`src/rtl/ota_bitstream_decimator.sv`:
```
// One-bit OTA comparator stream to 8-bit duty-cycle code over a 2^WINDOW_LOG2 window.
// Optional build macro DOTA_DEGLITCH_EN inserts a 3-tap majority filter after the synchroniser.
//
// state  | meaning
// IDLE   | disabled, counters cleared, code/sat held
// SETTLE | discarding SETTLE_CYCLES samples after enable
// ACCUM  | counting ones; windows close back-to-back
module ota_bitstream_decimator #(
    parameter int WINDOW_LOG2   = 8,
    parameter int SETTLE_CYCLES = 16
) (
    input  logic       clk,
    input  logic       rst_n,
    input  logic       ena,
    input  logic       cmp_in,
    output logic [7:0] code,
    output logic       code_valid,
    output logic       sat,
    output logic       busy
);

    typedef enum logic [1:0] {
        IDLE   = 2'd0,
        SETTLE = 2'd1,
        ACCUM  = 2'd2
    } state_t;

    localparam logic [WINDOW_LOG2-1:0] WCNT_LAST   = '1;
    localparam logic [7:0]             SETTLE_LOAD = 8'(SETTLE_CYCLES - 1);

    state_t                 state;
    logic [1:0]             sync_q;
    logic                   s;
    logic                   b;
    logic [7:0]             settle_cnt;
    logic [WINDOW_LOG2-1:0] wcnt;
    logic [WINDOW_LOG2:0]   ones;
    logic [WINDOW_LOG2:0]   total;
    logic [7:0]             code_next;
    logic                   sat_next;

    always_ff @(posedge clk or negedge rst_n) begin
        if (!rst_n) begin
            sync_q <= 2'b00;
        end else begin
            sync_q <= {sync_q[0], cmp_in};
        end
    end

    assign s = sync_q[1];

`ifdef DOTA_DEGLITCH_EN
    logic [1:0] hist;
    logic       b_q;

    always_ff @(posedge clk or negedge rst_n) begin
        if (!rst_n) begin
            hist <= 2'b00;
            b_q  <= 1'b0;
        end else begin
            hist <= {hist[0], s};
            b_q  <= (s & hist[0]) | (s & hist[1]) | (hist[0] & hist[1]);
        end
    end

    assign b = b_q;
`else
    assign b = s;
`endif

    // total may reach 2^W only when every sample was one; clip it so the code saturates at 0xFF
    assign total     = ones + {{WINDOW_LOG2{1'b0}}, b};
    assign code_next = total[WINDOW_LOG2] ? 8'hFF : total[WINDOW_LOG2-1 -: 8];
    assign sat_next  = (total == '0) | total[WINDOW_LOG2];

    always_ff @(posedge clk or negedge rst_n) begin
        if (!rst_n) begin
            state      <= IDLE;
            busy       <= 1'b0;
            settle_cnt <= '0;
            wcnt       <= '0;
            ones       <= '0;
            code       <= 8'h00;
            sat        <= 1'b0;
            code_valid <= 1'b0;
        end else begin
            code_valid <= 1'b0;
            if (!ena) begin
                state      <= IDLE;
                busy       <= 1'b0;
                settle_cnt <= '0;
                wcnt       <= '0;
                ones       <= '0;
            end else begin
                case (state)
                    IDLE: begin
                        state      <= SETTLE;
                        busy       <= 1'b1;
                        settle_cnt <= SETTLE_LOAD;
                    end
                    SETTLE: begin
                        if (settle_cnt == '0) begin
                            state <= ACCUM;
                            wcnt  <= '0;
                            ones  <= '0;
                        end else begin
                            settle_cnt <= settle_cnt - 1'b1;
                        end
                    end
                    ACCUM: begin
                        if (wcnt == WCNT_LAST) begin
                            code       <= code_next;
                            sat        <= sat_next;
                            code_valid <= 1'b1;
                            wcnt       <= '0;
                            ones       <= '0;
                        end else begin
                            wcnt <= wcnt + 1'b1;
                            ones <= total;
                        end
                    end
                    default: begin
                        state <= IDLE;
                        busy  <= 1'b0;
                    end
                endcase
            end
        end
    end

endmodule

```
`config.mk`:
```
export PLATFORM = sky130hd
export DESIGN_NAME = ota_bitstream_decimator
export DESIGN_NICKNAME = d
export VERILOG_FILES = /design/src/rtl/ota_bitstream_decimator.sv
export SDC_FILE = /design/constraint.sdc
export NUM_CORES = 1
export LEC_CHECK = 0
export ABC_AREA = 1
export BUFFER_PORTS_ARGS = -buffer_cell sky130_fd_sc_hd__buf_2
export CAP_MARGIN = 20
export CORE_MARGIN = 5
export CORE_UTILIZATION = 60
export CTS_CLUSTER_SIZE = 25
export DETAILED_ROUTE_END_ITERATION = 10
export PLACE_DENSITY = 0.89
export SLEW_MARGIN = 20
export SYNTH_ARGS = -nofsm -noshare
export SYNTH_HDL_FRONTEND = slang
export SYNTH_SLANG_ARGS = --single-unit
```
`constraint.sdc`:
```
create_clock -name clk -period 2 [get_ports clk]
set_clock_uncertainty 0.15 [all_clocks]
set_input_delay 0.4 -clock clk [delete_from_list [all_inputs] [get_ports clk]]
set_output_delay 0.4 -clock clk [all_outputs]
set_load 0.02 [all_outputs]
```
* After elaboration in Yosys (flattened, before gate mapping) *
Cells that the tools add are included.
W data, S select, Z words.

word-level totals
  word-level logic and storage cells = 50
  bits in registers = 40
  input port bits = 4
  output and inout port bits = 11

operators by class
  bitwise logic cells = 1
  reductions and logical operators = 8
  equal/unequal tests = 9
  $add $sub $neg = 3
  mux-type cells = 20

operator list
  kind                   count
  $mux W8                6
  $pmux W8 S2            2
  $mux W9                3
  $pmux W9 S2            1
  $add A9 B1 Y9          1
  $logic_not A9 Y1       1
  $add A8 B1 Y8 const B  1
  $eq A8 B8 Y1 const B   1
  $logic_not A8 Y1       1
  $sub A8 B1 Y8 const B  1
  $ne A3 B1 Y1 const B   2
  $ne A3 B3 Y1 const B   2
  $pmux W2 S3            1
  $reduce_and A2 Y1      3
  $mux W1                4
  $mux W2                2
  $ne A2 B2 Y1 const B   2
  $reduce_and A3 Y1      1
  $eq A2 B1 Y1 const B   1
  $eq A2 B2 Y1 const B   1
  $logic_not A2 Y1       1
  $pmux W1 S2            1
  $reduce_or A2 Y1       1
  $or A1 B1 Y1           1

* Longest topological paths before layout *
  depth after elaboration = 4
  mapped depth = 10
  mapped depth without buffers = 9

* Least setup slack after synthesis *
Ideal clock, no wire load.

  path type = reg-to-reg
  start = reg state[1]
  end = reg settle_cnt[0]
  cell stages (with the launch flop) = 10
  path slack = 0.351 ns
  arrival time = 1.372 ns
  clock period less this slack = 1.649 ns
  library setup time = 0.127 ns
  cells stage by stage = dfrtp_1 -> inv_1 -> ha_1 -> inv_2 -> a21oi_2 -> inv_1 -> o21bai_2 -> buf_6 -> o211ai_1 -> o21ai_1

on the way
  longest elaborated chain between the ends = 3
  elaborated cells on any way between the ends = 7

RTL lines
  element                                           RTL line  text
  start: declaration                                31        state_t state;
  start signal: assignment                          78        state <= IDLE;
  start signal: assignment                          89        state <= IDLE;
  start signal: assignment                          97        state <= SETTLE;
  $eq A2 B1 Y1 or $logic_not A2 Y1 (tied branches)  95        case (state)
  $pmux W8 S2, or another cell as far along         95
  $mux W8 or $reduce_and A2 Y1 (tied branches)      -
  end signal: assignment                            107       settle_cnt <= settle_cnt - 1'b1;
  end: declaration                                  35        logic [7:0] settle_cnt;

Several ways; a longest one is shown, not always the timed one.
A chain may end at the register's enable or synchronous reset.

* Worst setup path after layout *
  start = reg state[0]
  end = reg ones[3]

on the way
  longest elaborated chain between the ends = 3
  elaborated cells on any way between the ends = 7

RTL lines
  element                                       RTL line  text
  $eq A2 B2 Y1 or $eq A2 B1 Y1 (tied branches)  95
  $pmux W9 S2, or another cell as far along     95
  $mux W9 or $reduce_and A2 Y1 (tied branches)  -
  end signal: assignment                        119       ones <= total;
  end: declaration                              37        logic [WINDOW_LOG2:0] ones;

Several ways; a longest one is shown, not always the timed one.

==> impl_metrics.json <==
{
  "critPathRequiredTime_ps": 2080,
  "fin_nets": 326,
  "grt_usage_pct": 20.5,
  "tightestPinTransition_ps": 496,
  "worst-r2r-setup-slack_ps": 110,
  "critPathKind": "reg -> reg",
  "overflow": 0,
  "grt_pass1_vias": 1929,
  "netlist.area_leader.share_pct": 43.2,
  "cts_hold_buffers": 0,
  "cts_tree": "yes",
  "io_buffers": 14,
  "fp.dieH_um": 72.1,
  "synth.area.top_cells": "dfrtp_1 (43%), nand2_1 (13%), nand3_1 (6.7%)",
  "design_power_total_mw": 2.44,
  "fillers": 299,
  "post-route-period-util_pct": 94.4,
  "clk_pin_slew_ps": 80,
  "yosys-top-cells-count": "nand2_1 (79), dfrtp_1 (40), inv_1 (33)",
  "relSlewSlack_pct": 66.9,
  "p_leak_nw": 1.36,
  "arrival_ps": 1970,
  "dp_hpwl_um": 3230,
  "syn_avg_cell_area_um2": 7.88,
  "ir_drop_v": 0.000867,
  "clock_latency_ps": 300,
  "ys_warn_count": 0,
  "synthMostInstantiatedCell": "nand2_1",
  "async_reset_ff_share_pct": 100,
  "placementRows": 22,
  "status": "finished with violations",
  "synth_seq_area_share_pct": 43.2,
  "syn2layout_area_growth_pct": 10.8,
  "final-seq-area_um2": 1000,
  "dieArea_um2": 5200,
  "pin_count": 15,
  "drtAntennaViolNets": 0,
  "core_um2": 3690,
  "vias": 1977,
  "root_buffer": "clkbuf_8",
  "start_kind": "flop",
  "synth-edff-count": 0,
  "die_w_um": 72.1,
  "synth_seq_cells": 40,
  "n_antenna_cell": 0,
  "powerDensity_nw_per_um2": 952,
  "setup-tns-final_ps": 0,
  "grt_pass1_wl_um": 8450,
  "avgViaCountPerCell": 5.45,
  "maxCapViolCount": 0,
  "rsz0062_at_grt": "no",
  "numCtsBuffers": 5,
  "cts_resized": 0,
  "syn-num-nets": 306,
  "htreeDepth": 2,
  "slew_violations": 0,
  "cp-end-kind": "flop",
  "hold_slack_ps": -3.19,
  "min_period_ps": 1890,
  "drt-wirelength-per-cell_um": 13.6,
  "fmax_ghz": 0.530,
  "ys.flop_type": "dfrtp_1",
  "yosysUniqueCellTypes": 29,
  "syn_area_um2": 2320,
  "pre_cts_ws_ps": 87.7,
  "clk_path_buf_depth": 2,
  "start_util_pct": 62.8,
  "crit_fanout": 10,
  "layout-drive-gt1-share_pct": 17.1,
  "clkSinkCount": 40,
  "antenna_found_initial": 0,
  "post_cts_buffers": 0,
  "synthCells": 294,
  "worst_hold_path_type": "in -> async",
  "place_congestion": 0.877,
  "finalSetupViolations": 0,
  "drc": 0,
  "grt_max_degree": 41,
  "multiInputGateArea_um2": 1130,
  "drt-pass1-iter-count": 4,
  "hold_viol_final": 3,
  "violations": "negative hold slack",
  "yosysTopAreaCell": "dfrtp_1",
  "worst_slack_ps": 112,
  "routed_wl_um": 4950,
  "drtIter0Drc": 187
}
==> worst max-delay path: stages, from the launching register on <==
cell	delay, ps
dfrtp_1	420
inv_1	130
ha_1	250
nand2_1	240
nor2_4	300
nand3_1	160
o21ai_2	170
==> metrics by stage <==
stage | util (%) | hold WS, ps | instance area (um^2) | std cells
CTS | 69.3 | 14.8 | 2560 | 363
detailed placement | 66.2 | 195 | 2440 | 355
global route | 69.6 | 42.8 | 2570 | 363
finish | 69.6 | -3.19 | 2570 | 363
global placement | 66.2 | 191 | 2440 | 355
floorplan | - | -45.6 | 2320 | 294
==> final timing paths <==
kind,startpoint,endpoint,cells past startpoint
worst max-delay path,state[0],ones[3],6
worst min-delay path,rst_n,settle_cnt[5],2
worst max register to register,state[0],ones[3],6
worst min register to register,sync_q[0],sync_q[1],0
max in group asynchronous,rst_n,wcnt[2],2
min in group clk,cmp_in,sync_q[0],1
==> cell type report <==
class / count / area share [%]
well taps: 48 / 2.34
repair buffers: 18 / 4.39
clock buffers: 5 / 2.68
clock inverters: 3 / 1.85
inverters: 38 / 5.56
multi-input cells: 211 / 44.2
flip-flops and latches: 40 / 39.0
==> layer usage <==
metal  routed length (um)  vias to the layer above  track usage [%]
li1                     -                      986                -
met5                    0                        -                0
met3                  293                       19             4.57
met4                  138                        0             10.6
met1                 2170                      905             27.0
met2                 2350                       67             31.5
==> where the power goes <==
group          switching [mW]  total (mW)  leakage (nW)  internal [mW]
clock                   0.301       0.677        0.0583          0.376
sequential             0.0741       0.966         0.544          0.892
combinational           0.521       0.800         0.755          0.280
==> cells in the final DEF (no fill, tap or decap) <==
cell type	Yosys	routed
nand3_2	1	1
clkinv_4	0	2
or2_1	1	1
nand2_1	79	79
ha_2	0	1
nand3_1	31	31
ha_1	8	7
a21oi_2	4	4
inv_2	5	5
dfrtp_1	40	40
o21bai_4	0	1
xor2_1	5	5
a21oi_1	3	3
buf_4	0	3
nand2_2	5	5
buf_2	0	14
nor2_4	4	4
inv_1	33	33
nor3_1	2	2
xnor2_1	1	1
o211ai_1	1	1
o21ai_2	1	1
o21ai_1	18	18
o21ai_0	10	10
nand4_4	1	1
nor2_2	2	2
nand3b_1	3	3
nor2_1	23	23
bufinv_16	0	1
or2_2	2	2
nor2_8	1	1
clkbuf_8	0	5
nand4_1	4	4
buf_12	0	1
==> cells by family (layout without fill, tap and decap cells) <==
family,Yosys count,after routing,synth area share [%]
and+or+nand+nor,159,159,32.6
buffers and inverters,43,64,8.26
DFF,40,40,43.2
AOI/OAI and AO/OA,38,38,9.40
adders and majority gates,8,8,4.32
xor gates and xnor gates,6,6,2.27
==> state kept, by name, indices dropped and copies added (netlist names), 2 cells and up <==
signal,count
sync_q,2
settle_cnt,8
wcnt,8
ones,9
code,8
state,2
Note: power is estimated with default switching activity, not from simulation.
